### config.mk
export PLATFORM = sky130hd
export DESIGN_NAME = sr_ff_sequencer
export DESIGN_NICKNAME = d
export VERILOG_FILES = /design/src/rtl/sr_ff_sequencer.sv
export SDC_FILE = /design/constraint.sdc
export NUM_CORES = 1
export LEC_CHECK = 0
export ABC_AREA = 1
export ABC_CLOCK_PERIOD_IN_PS = 1700
export BUFFER_PORTS_ARGS = -buffer_cell sky130_fd_sc_hd__buf_2
export CAP_MARGIN = 20
export CORE_ASPECT_RATIO = 1.1
export CORE_MARGIN = 5
export CORE_UTILIZATION = 52
export CTS_CLUSTER_DIAMETER = 50
export DETAILED_ROUTE_END_ITERATION = 6
export PLACE_DENSITY = 0.76
export REMOVE_ABC_BUFFERS = 1
export SLEW_MARGIN = 5
export SYNTH_ARGS = -nofsm -noshare
export SYNTH_HDL_FRONTEND = slang
export SYNTH_SLANG_ARGS = --single-unit
### constraint.sdc
create_clock -name clk -period 1.7 [get_ports clk]
set_input_delay 0.255 -clock clk [delete_from_list [all_inputs] [get_ports clk]]
set_output_delay 0.255 -clock clk [all_outputs]
set_load 0.01 [all_outputs]
### src/rtl/sr_ff_sequencer.sv
`timescale 1ns/1ps
`default_nettype none
// ============================================================================
// Module   : sr_ff_sequencer
// Purpose  : Command-driven controller for a bank of external clocked SR
//            flip-flops. Pulses S or R on one bit, waits for the bank to
//            settle, reads Q back and reports the result. S and R are never
//            high together on any bit.
// Revision : 1.0 - initial release
// ============================================================================
module sr_ff_sequencer #(
   parameter int NUM_FF        = 4,
   parameter int IDX_W         = 2,
   parameter int PULSE_CYCLES  = 2,
   parameter int SETTLE_CYCLES = 1
) (
   input  logic              clk,
   input  logic              rst,
   input  logic              cmd_valid,
   output logic              cmd_ready,
   input  logic [1:0]        cmd_op,
   input  logic [IDX_W-1:0]  cmd_idx,
   output logic [NUM_FF-1:0] S,
   output logic [NUM_FF-1:0] R,
   input  logic [NUM_FF-1:0] Q,
   output logic              busy,
   output logic              rsp_valid,
   output logic              rsp_q,
   output logic              rsp_err
);

   localparam int c_cnt_max = (PULSE_CYCLES > SETTLE_CYCLES) ? PULSE_CYCLES : SETTLE_CYCLES;
   localparam int c_cnt_w   = $clog2(c_cnt_max + 1);

   localparam logic [c_cnt_w-1:0] c_pulse_load  = c_cnt_w'(PULSE_CYCLES - 1);
   localparam logic [c_cnt_w-1:0] c_settle_load = c_cnt_w'(SETTLE_CYCLES - 1);
   localparam logic [c_cnt_w-1:0] c_cnt_one     = c_cnt_w'(1);
   localparam logic [IDX_W:0]     c_num_ff      = (IDX_W + 1)'(NUM_FF);

   localparam logic [1:0] c_op_read   = 2'b00;
   localparam logic [1:0] c_op_set    = 2'b01;
   localparam logic [1:0] c_op_toggle = 2'b11;

   typedef enum logic [1:0] {
      ST_IDLE   = 2'd0,
      ST_DRIVE  = 2'd1,
      ST_SETTLE = 2'd2,
      ST_CHECK  = 2'd3
   } state_t;

   state_t               state_q, state_d;
   logic [c_cnt_w-1:0]   cnt_q, cnt_d;
   logic [IDX_W-1:0]     idx_q, idx_d;
   logic                 set_q, set_d;     // 1: drive S / expect 1, 0: drive R / expect 0
   logic                 rd_q, rd_d;       // read command: no drive, no mismatch check
   logic                 oor_q, oor_d;     // index outside the bank
   logic [NUM_FF-1:0]    s_q, s_d, r_q, r_d;
   logic                 busy_q, busy_d;
   logic                 rsp_valid_q, rsp_valid_d;
   logic                 rsp_q_q, rsp_q_d;
   logic                 rsp_err_q, rsp_err_d;

   logic                 w_accept;
   logic                 w_in_range;
   logic                 w_q_bit;

   // Q bit at a given index; indices beyond the bank read as 0.
   function automatic logic bit_at(input logic [NUM_FF-1:0] v, input logic [IDX_W-1:0] ix);
      logic b;
      b = 1'b0;
      for (int i = 0; i < NUM_FF; i++) begin
         if (ix == IDX_W'(i)) b = v[i];
      end
      return b;
   endfunction

   // One-hot select of a bank bit; an out-of-range index selects nothing.
   function automatic logic [NUM_FF-1:0] one_hot(input logic [IDX_W-1:0] ix);
      logic [NUM_FF-1:0] v;
      v = '0;
      for (int i = 0; i < NUM_FF; i++) begin
         if (ix == IDX_W'(i)) v[i] = 1'b1;
      end
      return v;
   endfunction

   assign cmd_ready  = (state_q == ST_IDLE) && !rst;
   assign w_accept   = cmd_valid && cmd_ready;
   assign w_in_range = {1'b0, cmd_idx} < c_num_ff;

   // Next-state logic and next values of the registered outputs.
   always_comb begin
      state_d     = state_q;
      cnt_d       = cnt_q;
      idx_d       = idx_q;
      set_d       = set_q;
      rd_d        = rd_q;
      oor_d       = oor_q;
      s_d         = '0;
      r_d         = '0;
      rsp_valid_d = 1'b0;
      rsp_q_d     = 1'b0;
      rsp_err_d   = 1'b0;

      case (state_q)
         ST_IDLE: begin
            if (w_accept) begin
               idx_d = cmd_idx;
               // Toggle chooses its direction from Q as sampled at the accept edge.
               set_d = (cmd_op == c_op_set) ||
                       ((cmd_op == c_op_toggle) && !bit_at(Q, cmd_idx));
               rd_d  = (cmd_op == c_op_read);
               oor_d = !w_in_range;
               if (!w_in_range || (cmd_op == c_op_read)) begin
                  state_d = ST_CHECK;
               end else begin
                  state_d = ST_DRIVE;
                  cnt_d   = c_pulse_load;
               end
            end
         end
         ST_DRIVE: begin
            if (cnt_q == '0) begin
               state_d = ST_SETTLE;
               cnt_d   = c_settle_load;
            end else begin
               cnt_d = cnt_q - c_cnt_one;
            end
         end
         ST_SETTLE: begin
            if (cnt_q == '0) begin
               state_d = ST_CHECK;
            end else begin
               cnt_d = cnt_q - c_cnt_one;
            end
         end
         ST_CHECK: begin
            state_d = ST_IDLE;
         end
         default: begin
            state_d = ST_IDLE;
         end
      endcase

      // Outputs are registered, so they are derived from the state being entered.
      w_q_bit = bit_at(Q, idx_d);
      if (state_d == ST_DRIVE) begin
         if (set_d) s_d = one_hot(idx_d);
         else       r_d = one_hot(idx_d);
      end
      if (state_d == ST_CHECK) begin
         rsp_valid_d = 1'b1;
         rsp_q_d     = !oor_d && w_q_bit;
         rsp_err_d   = oor_d || (!rd_d && (w_q_bit != set_d));
      end
      busy_d = (state_d != ST_IDLE);
   end

   // State, command context and output registers with synchronous reset.
   always_ff @(posedge clk) begin
      if (rst) begin
         state_q     <= ST_IDLE;
         cnt_q       <= '0;
         idx_q       <= '0;
         set_q       <= 1'b0;
         rd_q        <= 1'b0;
         oor_q       <= 1'b0;
         s_q         <= '0;
         r_q         <= '0;
         busy_q      <= 1'b0;
         rsp_valid_q <= 1'b0;
         rsp_q_q     <= 1'b0;
         rsp_err_q   <= 1'b0;
      end else begin
         state_q     <= state_d;
         cnt_q       <= cnt_d;
         idx_q       <= idx_d;
         set_q       <= set_d;
         rd_q        <= rd_d;
         oor_q       <= oor_d;
         s_q         <= s_d;
         r_q         <= r_d;
         busy_q      <= busy_d;
         rsp_valid_q <= rsp_valid_d;
         rsp_q_q     <= rsp_q_d;
         rsp_err_q   <= rsp_err_d;
      end
   end

   assign S         = s_q;
   assign R         = r_q;
   assign busy      = busy_q;
   assign rsp_valid = rsp_valid_q;
   assign rsp_q     = rsp_q_q;
   assign rsp_err   = rsp_err_q;

endmodule
`default_nettype wire

# Yosys cells after proc, flatten, opt, wreduce, memory -nomap -nowiden
# Cells that the tools add are included.
[word_totals]
wordCells = 88
output_inout_bits = 13
inputBits = 11
ff_bits = 21
[classes]
bitwise = 3
n_addsub = 1
muxes = 33
eq_ne = 17
n_reduce_logical = 22
[op_table]
columns = ["cell", "n"]
rows = [
  ["1-bit two-way mux", 21],
  ["2-bit two-way mux", 10],
  ["2-bit equality test (second input constant)", 8],
  ["2-bit by 1-bit equality test with 1-bit output (second input constant)", 5],
  ["2-bit logical NOT", 5],
  ["2-bit case mux with 4 select lines", 1],
  ["2-bit inequality test (second input constant)", 3],
  ["2-bit case mux with 3 select lines", 1],
  ["3-bit OR reduction", 2],
  ["1-bit logical AND", 5],
  ["1-bit logical NOT", 4],
  ["4-bit AND reduction", 1],
  ["1-bit inverter", 3],
  ["3-bit nonzero test", 1],
  ["1-bit logical OR", 2],
  ["2-bit nonzero test", 1],
  ["2-bit OR reduction", 1],
  ["2-bit by 1-bit subtractor with 2-bit output (second input constant)", 1],
  ["1-bit inequality test", 1],
]

# Logic depth before layout (Yosys ltp)
# Gate-level depths: netlist (run 1).
[depth]
depth_word = 15
mapped_depth = 12
ltp_nobuf = 12

# Worst setup path before layout (run 1)
# Ideal clock, no wire load.
[synth_path]
path_kind = "register -> register"
from = "reg state_q[1]"
to = "reg rsp_err_q (netlist: rsp_err)"
period_less_slack_ns = 1.543
path_buffers = 1
arrival_ns = 1.426
setup_slack_ns = 0.157
stages_incl_launch_ff = 13
setup_ns = 0.117
cell_sequence = "dfxtp_1 > inv_1 > ha_1 > nand3_2 > buf_6 > nand2_2 > nand2_2 > nor2_1 > nand2_1 > nand2_1 > nand2_1 > nand3_1 > a21oi_1"
[synth_between]
elab_chain_cells = 13
[synth_lines]
columns = ["element", "line_no", "rtl"]
rows = [
  ["start, declared", "51", "state_t state_q, state_d;"],
  ["start signal, assigned", "175", "state_q <= state_d;"],
  ["2-bit logical NOT", "87, 105", ""],
  ["1-bit logical AND", "87", "assign cmd_ready = (state_q == ST_IDLE) && !rst;"],
  ["1-bit logical AND", "88", "assign w_accept = cmd_valid && cmd_ready;"],
  ["2-bit two-way mux", "107", "if (w_accept) begin"],
  ["2-bit two-way mux", "105", "case (state_q)"],
  ["2-bit logical NOT", "72", "if (ix == IDX_W'(i)) b = v[i];"],
  ["1-bit two-way mux (4 in series)", "72", ""],
  ["1-bit inequality test", "154", "rsp_err_d = oor_d || (!rd_d && (w_q_bit != set_d));"],
  ["1-bit logical AND", "154", ""],
  ["1-bit logical OR", "154", ""],
  ["end signal, assigned", "186", "rsp_err_q <= rsp_err_d;"],
  ["end, declared", "61", "logic rsp_err_q, rsp_err_d;"],
]
# Parallel ways exist; a longest one is shown, timed or not.
# A chain may end at the register's enable or synchronous reset.

# Worst setup path in the final report (run 1)
# Same ends and word-level chain as after synthesis.

==> results of run 1 <==
-- worst paths after layout --
kind                         start               endpoint  slack, ps
max          state_q[1]$_SDFF_PP0_     rsp_err$_SDFF_PP0_         60
min reg2reg       oor_q$_SDFF_PP0_       oor_q$_SDFF_PP0_        520
max reg2reg  state_q[1]$_SDFF_PP0_     rsp_err$_SDFF_PP0_         60
min                            rst  cnt_q[0]$_SDFFE_PP0P_        270
-- state kept, by name (all words and copies together) (netlist names) --
signal and cells:
set_q 1, cnt_q 2, S 4, busy 1, rsp_err 1, state_q 2, rsp_valid 1, idx_q 2
oor_q 1, rd_q 1, rsp_q 1, R 4
-- timing repair --
action | 4_1_cts | 5_1_grt
pin swaps | 0 | 7
buffers inserted | 0 | 5
endpoints found under the setup margin | 1 | 12
resized for setup | 3 | 29
-- Yosys cell counts, drive strengths merged --
cell type / number / share of area, %
nand2: 29 / 12
nor2: 24 / 10
dfxtp: 21 / 40
inv: 21 / 7.6
nand3: 11 / 5.8
ha: 8 / 9.6
a21oi: 7 / 3.7
o21ai: 5 / 2.4
buf: 2 / 2.2
nand4: 2 / 1.2
o21bai: 2 / 1.4
a21boi: 1 / 1.1
a221oi: 1 / 0.84
o21a: 1 / 0.72
o22ai: 1 / 0.60
-- power breakdown --
part           internal, mW  switching (mW)  leakage, nW
clock network        0.0875           0.153       0.0177
logic                 0.346           0.444        0.504
registers             0.561          0.0373        0.172
total                 0.994           0.634        0.694
-- layer usage --
layer	vias to the layer above	GRT usage (%)	part of all wire, %
met5	-	0	0
met4	0	6.204	0.73
li1	512	-	-
met2	33	29.79	56
met1	488	13.69	37
met3	2	3.183	6.5
-- per-stage QoR --
stage	hold slack, ps	instance area, um2	util, %
after global routing	294.2	1419	72.51
after floorplan	324.1	1018	-
after global placement	473.1	1244	63.55
final	271.2	1419	72.51
after detailed placement	478.9	1244	63.55
after CTS	267.4	1275	65.15
-- cells by family (layout without fill, tap and decap cells) --
family,after synthesis,in the layout
AOI/OAI and AO/OA,18,18
adders and majority gates,8,8
buffers and inverters,23,63
DFF,21,21
and+or+nand+nor,66,66
-- critical path, stage by stage (launching register included) --
cell,delay [ps]
dfxtp_2,360
inv_4,80
ha_4,150
buf_4,120
inv_2,50
nor2_4,110
nand3_2,100
nand2_4,140
nand3_2,80
nand3_2,100
nand2_2,60
nand2_2,60
nand3_2,60
a21oi_2,130
-- final cells by class --
class                   instances  area, um2
inverters                      21      83.83
clock buffers                   3      22.52
flip-flops and latches         21      426.7
multi-input cells              92      618.1
repair buffers                 38      227.7
clock inverters                 1      5.005
well taps                      28      35.03
fillers                       164      538.0
==> impl_metrics.json, run 1 <==
{
  "status": "finished, final reports clean",
  "firstDrtPassIters": 4,
  "htreeDepth": 1,
  "hold_path.class": "in -> reg",
  "fin_nets": 196,
  "drt-vias-per-instance": 5.074,
  "drv_slew": 0,
  "die_area_um2": 2998,
  "skew_ps": 4.938,
  "grt_setup_unrepaired": "yes",
  "routedWlPerCell_um": 12.14,
  "min_period_over_period_pct": 96.55,
  "vias": 1035,
  "die_h_um": 56.93,
  "ios": 24,
  "port_buffers": 23,
  "p_total_mw": 1.628,
  "r2r_cells": 13,
  "rows": 17,
  "root_buffer": "clkbuf_4",
  "seq_area_frac_synth_pct": 40.38,
  "grt_pass1_wl_mm": 3.505,
  "synth_area_um2": 1041,
  "pre_cts_ws_ps": -3.555,
  "synth_top_family_by_area": "simple AND/OR/NAND/NOR gates",
  "slew_headroom_pct": 83.29,
  "drcViolationCount": 0,
  "grtUsageTotal_pct": 14.92,
  "muxShareOfSynthArea_pct": 0,
  "syn_to_final_growth_pct": 36.30,
  "maxCapViolCount": 0,
  "tns_ps": 0,
  "insertedDiodeCount": 0,
  "avgSynthCellArea_um2": 7.654,
  "critPathArrivalTime_ps": 1890,
  "ctsHoldBuffers": 0,
  "antenna_found_initial": 0,
  "grt_max_degree": 13,
  "synth_compound_area_share_pct": 10.82,
  "final_common_cell": "buf_2",
  "worstHoldPathCells": 4,
  "core_area_um2": 1957,
  "cts_num_sinks": 21,
  "clk_latency_ps": 300,
  "numCtsBuffers": 3,
  "worst-slew-pin-transition_ps": 250.2,
  "final_cell_mix": "buf_2 (23), nor2_1 (19), dfxtp_1 (18), nand2_1 (18), inv_1 (16)",
  "ys_types": 22,
  "routed_wl_mm": 2.476,
  "setup_viol": 0,
  "synthAdderAreaFrac_pct": 9.615,
  "critPathRequiredTime_ps": 1950,
  "yosysWarnings": 0,
  "dp.cells": 195,
  "cp-end-kind": "flop",
  "power.leakage_nw": 0.6941,
  "synthCells": 136,
  "clk_pin_slew_worst_paths_ps": 120,
  "path_class": "reg -> reg",
  "start_util_pct": 53.20,
  "grt_pass1_vias": 937,
  "achievable-frequency_mhz": 609.3,
  "place_congestion": 0.9040,
  "yosys.area_share.simple_pct": 29.45,
  "drtIter0Drc": 11,
  "vdd_ir_drop_max_mv": 0.7548,
  "cts_buffer_depth": 2,
  "fin_cells": 204,
  "start_kind": "flop",
  "dpl.hpwl_mm": 1.733,
  "finalHoldViolations": 0,
  "finalWorstSetupSlack_ps": 58.72,
  "cts_tree": "done",
  "drive_above_1_share_pct": 46.02,
  "grt.overflow.total": 0,
  "period_needed_ps": 1641,
  "drtAntennaViolNets": 0,
  "dieWidth_um": 52.66,
  "synthXorXnorAreaFrac_pct": 0,
  "ys_ff_latch": 21,
  "critPathMaxFanout": 6,
  "power_density_nw_per_um2": 1148
}
Power figures use the tool's default switching activity.
==> inputs of run 2 (changes only) <==
CORE_UTILIZATION = 35   (was 52)
PLACE_DENSITY = 0.55   (was 0.76)
==> impl_metrics.json, run 2 (synthesis results as in run 1) <==
{
  "design_area_um2": 1424,
  "drv_slew": 0,
  "dpl-instance-area_um2": 1250,
  "drtAntennaViolNets": 0,
  "r2r_slack_ps": 60,
  "critPathArrivalTime_ps": 1890,
  "final_common_cell": "buf_2",
  "dieWidth_um": 62,
  "die_area_um2": 4166,
  "power.leakage_nw": 0.7084,
  "seq_area_um2": 425.4,
  "grtUsageTotal_pct": 12.32,
  "worst-slew-pin-transition_ps": 268.4,
  "period_needed_ps": 1644,
  "fin_cells": 208,
  "min_period_over_period_pct": 96.68,
  "port_buffers": 23,
  "syn_to_final_growth_pct": 36.78,
  "vdd_ir_drop_max_mv": 0.6238,
  "place_congestion": 0.7571,
  "ios": 24,
  "hold_path.class": "in -> reg",
  "slew_headroom_pct": 82.11,
  "drive_above_1_share_pct": 44.57,
  "drtIter0Drc": 16,
  "firstDrtPassIters": 4,
  "setup_viol": 0,
  "achievable-frequency_mhz": 608.4,
  "cpPeakStageDelay_ps": 350,
  "grt_setup_unrepaired": "yes",
  "grt_pass1_vias": 940,
  "rows": 20,
  "cp-end-kind": "flop",
  "critPathTopFamily": "compound AO/OA/AOI/OAI gates",
  "grt_pass1_wl_mm": 3.850,
  "min_from": "rst",
  "fillCellCount": 290,
  "finalHoldViolations": 0,
  "core_area_um2": 2803,
  "antenna_found_initial": 0,
  "final_cell_mix": "buf_2 (23), nand2_1 (22), dfxtp_1 (17)",
  "critPathBufInv": 2,
  "root_buffer": "clkbuf_4",
  "crit_chain": "inv_2 > buf_6 > ha_4 > o21a_1 > o21ai_1 > a21boi_4 > nand2_2 > nor2_4 > nand2_4 > nor2_2",
  "utilization_pct": 50.80,
  "drt-vias-per-instance": 4.702,
  "skew_ps": 6.154,
  "critPathMaxFanout": 4,
  "routedWlPerCell_um": 11.95,
  "grt_max_degree": 12,
  "power_density_nw_per_um2": 1169,
  "r2r_start": "state_q[1]$_SDFF_PP0_",
  "maxCapViolCount": 0,
  "htreeDepth": 1,
  "insertedDiodeCount": 0,
  "numCtsBuffers": 3,
  "clk_pin_slew_worst_paths_ps": 120,
  "r2r_cells": 10,
  "clk_latency_ps": 300,
  "min_to": "cnt_q[0]$_SDFFE_PP0P_",
  "cts_buffer_depth": 2,
  "multi_input_area_um2": 628.1,
  "status": "finished, final reports clean",
  "cts_num_sinks": 21,
  "fin_nets": 195,
  "grt.overflow.total": 0,
  "die_h_um": 67.20,
  "path_class": "reg -> reg",
  "start_kind": "flop",
  "ctsHoldBuffers": 0,
  "cts_tree": "done",
  "slowest_stage": "dfxtp_2",
  "worstHoldPathCells": 4,
  "routed_wl_mm": 2.485,
  "crit-reg2reg-capture": "R[3]$_SDFF_PP0_",
  "drcViolationCount": 0,
  "p_total_mw": 1.664,
  "tns_ps": 0,
  "start_util_pct": 37.14,
  "dpl.hpwl_mm": 1.877,
  "vias": 978,
  "dp.cells": 200,
  "critPathRequiredTime_ps": 1950
}
## run 2: changes by cell type in the layout (fill, tap and decap cells not counted), sizes merged
cell / delta
buf: -1
clkbuf: +1
clkinv: -1
## run 2: worst max-delay path by stage
stage,startpoint,end,slack (ps),cells past startpoint
final,state_q[1]$_SDFF_PP0_,R[3]$_SDFF_PP0_,60,10
after floorplan,state_q[1]$_SDFF_PP0_,R[1]$_SDFF_PP0_,20,10
after global placement,state_q[0]$_SDFF_PP0_,rsp_err$_SDFF_PP0_,-20,13
after global routing,state_q[0]$_SDFF_PP0_,R[3]$_SDFF_PP0_,-60,10
after detailed placement,state_q[0]$_SDFF_PP0_,rsp_err$_SDFF_PP0_,-20,13
after CTS,state_q[1]$_SDFF_PP0_,rsp_err$_SDFF_PP0_,7,13
## run 2: through the flow
stage | setup slack [ps] | hold slack, ps
CTS | 6.522 | 223.9
detailed placement | -23.07 | 467.9
finish | 56.46 | 229.5
floorplan | 16.33 | 324.1
global placement | -18.22 | 462.3
global route | -61.14 | 249.7
## run 2: power by group
| group | switching [mW] | total, mW | leakage (nW) | internal (mW) |
|---|---|---|---|---|
| Clock | 0.157 | 0.248 | 0.0150 | 0.0914 |
| Sequential | 0.0255 | 0.586 | 0.172 | 0.561 |
| Combinational | 0.465 | 0.830 | 0.521 | 0.365 |
## run 2: worst register-to-register path, stage by stage (launching register included)
cell and delay (ps):
dfxtp_2 350, inv_2 50, buf_6 120, ha_4 160, o21a_1 110, o21ai_1 140, a21boi_4 230, nand2_2 80
nor2_4 170, nand2_4 90, nor2_2 100
## run 2: what timing repair did
action	in CTS	in global routing
buffers inserted	1	3
pin swaps	2	7
endpoints found under the setup margin	2	10
gates resized for setup	4	29
## run 2: final cells by class
type | instances | area share, %
clock buffers | 4 | 1.845
inverters | 21 | 5.536
multi-input cells | 92 | 44.11
flip-flops and latches | 21 | 29.88
well taps | 33 | 2.900
repair buffers | 37 | 15.73
## run 2: per-layer routing
layer  track usage [%]  vias to the layer above  part of all wire [%]
met1             12.96                      451                    39
met4             5.836                        0                   2.1
li1                  -                      505                     -
met5                 0                        -                     0
met2             22.54                       16                    54
met3             2.486                        6                   4.7
